`config.mk`:
```
export PLATFORM = sky130hd
export DESIGN_NAME = mips_alu_ctrl_fsm
export DESIGN_NICKNAME = d
export VERILOG_FILES = /design/src/rtl/mips_alu_ctrl_fsm.sv
export SDC_FILE = /design/constraint.sdc
export NUM_CORES = 1
export LEC_CHECK = 0
export ABC_AREA = 1
export CAP_MARGIN = 20
export CORE_AREA = 2 2 100 102
export CTS_BUF_LIST = sky130_fd_sc_hd__clkbuf_8
export DETAILED_ROUTE_END_ITERATION = 16
export DIE_AREA = 0 0 102 104
export DONT_BUFFER_PORTS = 1
export PLACE_DENSITY = 0.63
export SLEW_MARGIN = 10
export SYNTH_ARGS = -nofsm -noshare
export SYNTH_HDL_FRONTEND = slang
export SYNTH_SLANG_ARGS = --single-unit
```
`constraint.sdc`:
```
create_clock -name clk -period 1.75 [get_ports clk]
set_clock_uncertainty 0.15 [all_clocks]
set_input_delay 0.35 -clock clk [delete_from_list [all_inputs] [get_ports clk]]
set_output_delay 0.35 -clock clk [all_outputs]
set_load 0.02 [all_outputs]
```
`src/rtl/mips_alu_ctrl_fsm.sv`:
```
// Multi-cycle MIPS control FSM: decodes one instruction into ALU controls
// and steps it through the FETCH, DECODE, EXEC, MEM and WB states.
module mips_alu_ctrl_fsm (
  input  logic        clk,
  input  logic        rst_n,
  input  logic [31:0] instr,
  input  logic        instr_valid,
  output logic        instr_ready,
  output logic [4:0]  alu_op,
  output logic [4:0]  shamt,
  output logic [4:0]  rs_addr,
  output logic [4:0]  rt_addr,
  output logic [31:0] imm_ext,
  output logic        alu_src_imm,
  output logic        mem_rd,
  output logic        mem_wr,
  input  logic        mem_ack,
  output logic        reg_we,
  output logic [4:0]  reg_waddr,
  output logic        pc_jr,
  output logic        instr_done,
  output logic        illegal
);

  localparam logic [2:0] FETCH  = 3'd0;
  localparam logic [2:0] DECODE = 3'd1;
  localparam logic [2:0] EXEC   = 3'd2;
  localparam logic [2:0] MEM    = 3'd3;
  localparam logic [2:0] WB     = 3'd4;

  localparam logic [4:0] OP_ADD   = 5'd0;
  localparam logic [4:0] OP_ADDU  = 5'd1;
  localparam logic [4:0] OP_SUB   = 5'd2;
  localparam logic [4:0] OP_SUBU  = 5'd3;
  localparam logic [4:0] OP_AND   = 5'd4;
  localparam logic [4:0] OP_OR    = 5'd5;
  localparam logic [4:0] OP_NOR   = 5'd6;
  localparam logic [4:0] OP_SLT   = 5'd7;
  localparam logic [4:0] OP_SLL   = 5'd8;
  localparam logic [4:0] OP_SRL   = 5'd9;
  localparam logic [4:0] OP_SRA   = 5'd10;
  localparam logic [4:0] OP_JR    = 5'd11;
  localparam logic [4:0] OP_NOP   = 5'd12;
  localparam logic [4:0] OP_ANDI  = 5'd13;
  localparam logic [4:0] OP_ORI   = 5'd14;
  localparam logic [4:0] OP_SLTI  = 5'd15;
  localparam logic [4:0] OP_ADDI  = 5'd16;
  localparam logic [4:0] OP_ADDIU = 5'd17;
  localparam logic [4:0] OP_LW    = 5'd18;
  localparam logic [4:0] OP_SW    = 5'd19;
  localparam logic [4:0] OP_LUI   = 5'd20;

  logic [2:0]  state, state_nx;
  logic [31:0] instr_q;

  logic [5:0]  opc, funct;
  logic [31:0] sext, zext;
  logic [4:0]  d_op, d_waddr;
  logic [31:0] d_imm;
  logic        d_src, d_ill, d_lw, d_sw, d_jr, d_nop;
  logic        k_lw, k_sw, k_jr, k_nop;

  assign opc   = instr_q[31:26];
  assign funct = instr_q[5:0];
  assign sext  = {{16{instr_q[15]}}, instr_q[15:0]};
  assign zext  = {16'h0000, instr_q[15:0]};

  always_comb begin
    d_op    = OP_NOP;
    d_imm   = '0;
    d_src   = 1'b0;
    d_waddr = instr_q[20:16];
    d_ill   = 1'b0;
    d_lw    = 1'b0;
    d_sw    = 1'b0;
    d_jr    = 1'b0;
    d_nop   = 1'b0;
    if (opc == 6'h00) begin
      d_waddr = instr_q[15:11];
      case (funct)
        6'h20: d_op = OP_ADD;
        6'h21: d_op = OP_ADDU;
        6'h22: d_op = OP_SUB;
        6'h23: d_op = OP_SUBU;
        6'h24: d_op = OP_AND;
        6'h25: d_op = OP_OR;
        6'h27: d_op = OP_NOR;
        6'h2A: d_op = OP_SLT;
        6'h02: d_op = OP_SRL;
        6'h03: d_op = OP_SRA;
        6'h08: begin
          d_op = OP_JR;
          d_jr = 1'b1;
        end
        // the all-zero word is the canonical nop, not sll $0,$0,0
        6'h00: begin
          d_nop = (instr_q == 32'h0);
          d_op  = d_nop ? OP_NOP : OP_SLL;
        end
        default: d_ill = 1'b1;
      endcase
    end else begin
      d_src = 1'b1;
      case (opc)
        6'h08: begin d_op = OP_ADDI;  d_imm = sext; end
        6'h09: begin d_op = OP_ADDIU; d_imm = sext; end
        6'h0A: begin d_op = OP_SLTI;  d_imm = sext; end
        6'h0C: begin d_op = OP_ANDI;  d_imm = zext; end
        6'h0D: begin d_op = OP_ORI;   d_imm = zext; end
        6'h0F: begin d_op = OP_LUI;   d_imm = zext; end
        6'h23: begin
          d_op = OP_LW;
          d_imm = sext;
          d_lw = 1'b1;
        end
        6'h2B: begin
          d_op = OP_SW;
          d_imm = sext;
          d_sw = 1'b1;
        end
        default: d_ill = 1'b1;
      endcase
    end
  end

  always_comb begin
    state_nx = state;
    unique case (state)
      FETCH:  if (instr_valid) state_nx = DECODE;
      DECODE: state_nx = d_ill ? FETCH : EXEC;
      EXEC: begin
        unique case (1'b1)
          k_lw, k_sw:   state_nx = MEM;
          k_jr, k_nop:  state_nx = FETCH;
          default:      state_nx = WB;
        endcase
      end
      MEM:    if (mem_ack) state_nx = k_lw ? WB : FETCH;
      WB:     state_nx = FETCH;
      default: state_nx = FETCH;
    endcase
  end

  always_ff @(posedge clk or negedge rst_n) begin
    if (!rst_n) begin
      state       <= FETCH;
      instr_q     <= '0;
      alu_op      <= OP_NOP;
      shamt       <= '0;
      rs_addr     <= '0;
      rt_addr     <= '0;
      imm_ext     <= '0;
      alu_src_imm <= 1'b0;
      reg_waddr   <= '0;
      k_lw        <= 1'b0;
      k_sw        <= 1'b0;
      k_jr        <= 1'b0;
      k_nop       <= 1'b0;
    end else begin
      state <= state_nx;
      if (state == FETCH && instr_valid) instr_q <= instr;
      if (state == DECODE) begin
        alu_op      <= d_op;
        shamt       <= instr_q[10:6];
        rs_addr     <= instr_q[25:21];
        rt_addr     <= instr_q[20:16];
        imm_ext     <= d_imm;
        alu_src_imm <= d_src;
        reg_waddr   <= d_waddr;
        k_lw        <= d_lw;
        k_sw        <= d_sw;
        k_jr        <= d_jr;
        k_nop       <= d_nop;
      end
    end
  end

  // strobes are pure state decodes so an async reset clears them at once
  assign instr_ready = (state == FETCH) && rst_n;
  assign mem_rd      = (state == MEM) && k_lw;
  assign mem_wr      = (state == MEM) && k_sw;
  assign reg_we      = (state == WB) && (reg_waddr != 5'd0);
  assign pc_jr       = (state == EXEC) && k_jr;
  assign illegal     = (state == DECODE) && d_ill;
  assign instr_done  = (state == WB)
                     || ((state == EXEC) && (k_jr || k_nop))
                     || ((state == MEM) && k_sw && mem_ack);

endmodule

```
### Word level (Yosys, flattened, before mapping)

Index checks and enable logic that the tools add are counted.

* reduce and logical (&&, ||, !) cells: 24
* multiplexer cells: 25
* equal/unequal tests: 25

Operators with widths (count)
* $pmux W32 S2: 1
* $eq A6 B6 Y1 const B: 10
* $pmux W4 S12: 1
* $eq A6 B4 Y1 const B: 7
* $pmux W5 S8: 1
* $logic_not A32 Y1: 1
* $mux W32: 1
* $eq A6 B2 Y1 const B: 2
* $logic_not A6 Y1: 2
* $mux W1: 12
* $mux W3: 4
* $pmux W3 S4: 1
* $reduce_or A12 Y1: 1
* $mux W5: 2
* $logic_and A1 B1 Y1: 9
* $reduce_or A8 Y1: 1
* $eq A3 B2 Y1 const B: 2
* $pmux W3 S2: 1
* $reduce_bool A5 Y1: 1
* $reduce_or A5 Y1: 1
* $ne A2 B2 Y1 const B: 2
* $reduce_or A2 Y1: 2
* $eq A3 B1 Y1 const B: 1
* $eq A3 B3 Y1 const B: 1
* 5 further kinds: 7

* flip-flop bits (word level): 97
* output and inout port bits: 65

### Depth between registers and ports, before layout

* depth in word-level cells: 6
* gate-level depth with buffers: 10
* depth with buffers taken out: 10

### Least setup slack after synthesis

Ideal clock, no wire load.

* path kind: reg2out
* from: register instr_q[30]
* to: output illegal
* cell stages (with the launch flop): 8
* slack: -0.111 ns
* arrival time: 1.361 ns
* cells stage by stage: dfrtp_1 > nor2_4 > nand3_4 > inv_1 > nand2_1 > nor2_1 > nand2_1 > a21oi_1

* word-level cells in the longest chain between the ends: 5
* elaborated cells on any way between the ends: 13
* those cells by class: 8 x eq/ne; 2 x mux; 3 x reduce/logical

RTL lines
* start, declared: RTL line 54 `logic [31:0] instr_q;`
* start signal, assigned: RTL line 161 `if (state == FETCH && instr_valid) instr_q <= instr;`
* $eq A6 B6 Y1 / $eq A6 B4 Y1 (equally long branches): RTL line 104 `case (opc)`
* $reduce_or A8 Y1 (no source line)
* $mux W1: RTL line 104
* $mux W1 *: RTL line 78 `if (opc == 6'h00) begin`
* $logic_and A1 B1 Y1 *: RTL line 184 `assign illegal = (state == DECODE) && d_ill;`
* end, declared: RTL line 22 `output logic illegal`

Mark *: on every way between the ends. The rest lies on a longest branch, timed or not.

### Worst setup path in the final report

* from: register instr_q[31]
* to: output illegal

Same word-level chain as after synthesis.

==> results.py <==
metrics = {
    "status": {
        "status": "finished with violations",
        "violations": "hold timing, setup timing",
    },
    "die": {
        "ios": 101,
        "die-area_um2": 10600,
        "initial_core_util_pct": 40.2,
        "die_height_um": 104,
        "core_um2": 9550,
        "num_rows": 36,
        "die_x_um": 102,
    },
    "clock_network": {
        "ctsRootBufferMaster": "clkbuf_8",
        "clkLatencyLatePin_ns": 0.36,
        "cts_tree": "built",
        "htreeDepth": 3,
        "cts.clk_slew.worst_paths_ns": 0.08,
        "cts-hold-fix-buffers": 32,
        "cts.sinks": 82,
        "clockBufferDepth": 2,
        "cts_made_buffers": 9,
    },
    "setup_path": {
        "critPathKind": "reg -> out",
        "crit_fanout": 3,
        "cp.required_ns": 1.25,
        "critPathCaptureType": "output pin",
        "worst_ep_arrival_time_ns": 1.57,
        "startpoint_type": "register",
        "r2r_slack_ns": -0.11,
    },
    "global_route": {
        "overflow": 0,
        "antenna_found_initial": 0,
        "grt_pass1_vias": 3336,
        "grt_pass1_wl_mm": 16.2,
        "grtUsageTotal_pct": 19.5,
        "grt_max_degree": 84,
    },
    "route": {
        "drt_iter0_markers": 130,
        "first_pass_iters": 5,
        "viasPerCell": 4.96,
        "routed_wl_mm": 10.2,
        "postRouteAntennaNets": 0,
        "drc_errors": 0,
        "vias": 3221,
        "routedWlPerCell_um": 15.7,
    },
    "logic_synthesis": {
        "avgSynthCellArea_um2": 8.76,
        "syn-num-nets": 474,
        "synth_cell_types": 33,
        "synthCells": 438,
        "yosys_register_bits": 82,
        "synth_top_area_cell": "dfrtp_1",
        "yosysWarnings": 0,
        "synth_top_area_share_pct": 52.2,
        "ys_seq_area_share_pct": 53.6,
        "ys.flop_type": "dfrtp_1",
        "synth_edf_count": 0,
        "netlist_top_cells_count": "nand2_1, dfrtp_1, o21ai_0",
        "synthTopCellsByArea": "dfrtp_1, nand2_1, o21ai_0",
        "syn_area_um2": 3830,
        "postSynth.asyncResetShare_pct": 100,
        "post-synth-top-count-cell": "nand2_1",
    },
    "power_and_ir_drop": {
        "seqPwrFrac_pct": 38.3,
        "intPower_uw": 5660,
        "ir_worst_vdd_v": 0.000790,
        "power_switching_uw": 4730,
        "power_frac_comb_pct": 45.1,
        "power_density_nw_per_um2": 2020,
        "clkPwrFrac_pct": 16.6,
        "p_sw_share_pct": 45.5,
        "p_leak_uw": 0.00238,
    },
    "sta": {
        "setup_violations": 27,
        "tightest_slew_ns": 0.376,
        "slew_violations": 0,
        "setup_tns_ns": -2.31,
        "fin_hold_ws_ns": -0.470,
        "finalHoldViolCount": 82,
        "post-route-min-period_ns": 2.07,
        "setup_slack_ns": -0.317,
        "slew_headroom_pct": 74.9,
        "min_period_over_period_pct": 118,
        "max_freq_mhz": 484,
        "rsz0062_at_grt": "true",
    },
    "layout": {
        "nets": 547,
        "stdcell_count": 649,
        "multi_input_area_um2": 1620,
        "area_delta_synth_final_pct": 34.0,
        "register_area_um2": 2070,
        "antenna_cells": 0,
        "fillers": 862,
        "drive_gt1_share_pct": 31.8,
    },
    "flow_run": {
        "cap_violations": 0,
    },
    "placement": {
        "post-place-ws_ns": -0.0106,
        "dp.cells": 576,
        "dp_hpwl_mm": 6.75,
        "io_buffers": 0,
        "gp_congestion": 0.899,
    },
    "hold_path": {
        "min_path_type": "in -> async",
    },
}
==> metrics by stage <==
stage	cell area [µm²]	util (%)	hold WS, ns	power [µW]
final	5140	53.8	-0.470	10400
after global routing	5140	53.8	-0.490	11100
after CTS	4880	51.1	-0.485	9770
after detailed placement	4090	42.8	-0.0931	7590
after global placement	4090	42.8	-0.0932	7440
after floorplan	3850	-	-0.0956	6580
==> final timing paths <==
check                             from          end  depth (start not counted)
min                              rst_n  imm_ext[14]                          0
max                        instr_q[31]      illegal                          7
min in group clk               mem_ack     state[0]                          3
max reg2reg                instr_q[28]   imm_ext[8]                         10
min reg2reg                  alu_op[3]    alu_op[3]                          2
max in group asynchronous        rst_n    alu_op[2]                          0
==> cell type report <==
| type | count | area share (%) |
|---|---|---|
| clock buffer | 11 | 2.95 |
| clock inverter | 5 | 1.97 |
| inverter | 50 | 3.75 |
| multi-input combinational | 277 | 31.6 |
| sequential | 82 | 40.3 |
| tap | 133 | 3.24 |
| timing repair buffer | 91 | 16.2 |
==> what timing repair did <==
item	in CTS	in global routing
setup buffers	12	14
endpoints found under the setup margin	7	50
hold endpoints to repair	114	82
gates resized for setup	42	51
pin swaps	11	13
==> power groups by stage <==
stage          Clock (µW)  Combinational (µW)  Sequential [µW]
6_report             1720                4690             3980
5_1_grt              1840                5200             4100
4_1_cts              1740                4100             3930
3_5_place_dp            0                3670             3920
3_3_place_gp            0                3560             3880
2_1_floorplan           0                2790             3790
==> per-layer routing <==
| layer | wire length, µm | vias up | track usage, % |
|---|---|---|---|
| li1 | - | 1552 | - |
| met1 | 4260 | 1569 | 23.6 |
| met2 | 5050 | 80 | 32.5 |
| met3 | 624 | 20 | 4.84 |
| met4 | 255 | 0 | 8.86 |
| met5 | 0 | - | 0 |
==> layout by cell type (no fill, tap or decap), types with 12 or more instances in the layout <==
cell type | synthesis | layout
nand2_1 | 107 | 101
dfrtp_1 | 80 | 70
o21ai_0 | 53 | 45
buf_4 | 15 | 45
inv_1 | 46 | 37
dlygate4sd3_1 | 0 | 32
nor2_1 | 32 | 18
nand3_1 | 25 | 16
nor2_4 | 5 | 13
inv_2 | 4 | 12
o21ai_2 | 10 | 12
buf_6 | 3 | 12
==> state kept, by name (all words and copies together), names as in the netlist <==
name and flops:
rt_addr 5, rs_addr 5, k_nop 1, state 3, reg_waddr 5, k_lw 1, alu_src_imm 1, alu_op 5
instr_q 32, k_sw 1, k_jr 1, shamt 5, imm_ext 17
==> cell families after synthesis <==
group	count (synthesis)	synth area share (%)
AO/OA/AOI/OAI	84	12.9
buffers and inverters	79	10.4
flip-flops	82	53.6
multiplexers	1	0.294
AND/OR/NAND/NOR	192	22.9
==> critical path: stages (launching register included) <==
cell	delay, ns
dfrtp_2	0.41
nor2_4	0.06
buf_4	0.13
nand3_2	0.07
nand2_2	0.07
nor2_4	0.14
nand3_4	0.10
a21oi_4	0.24
Power figures use the tool's default switching activity.
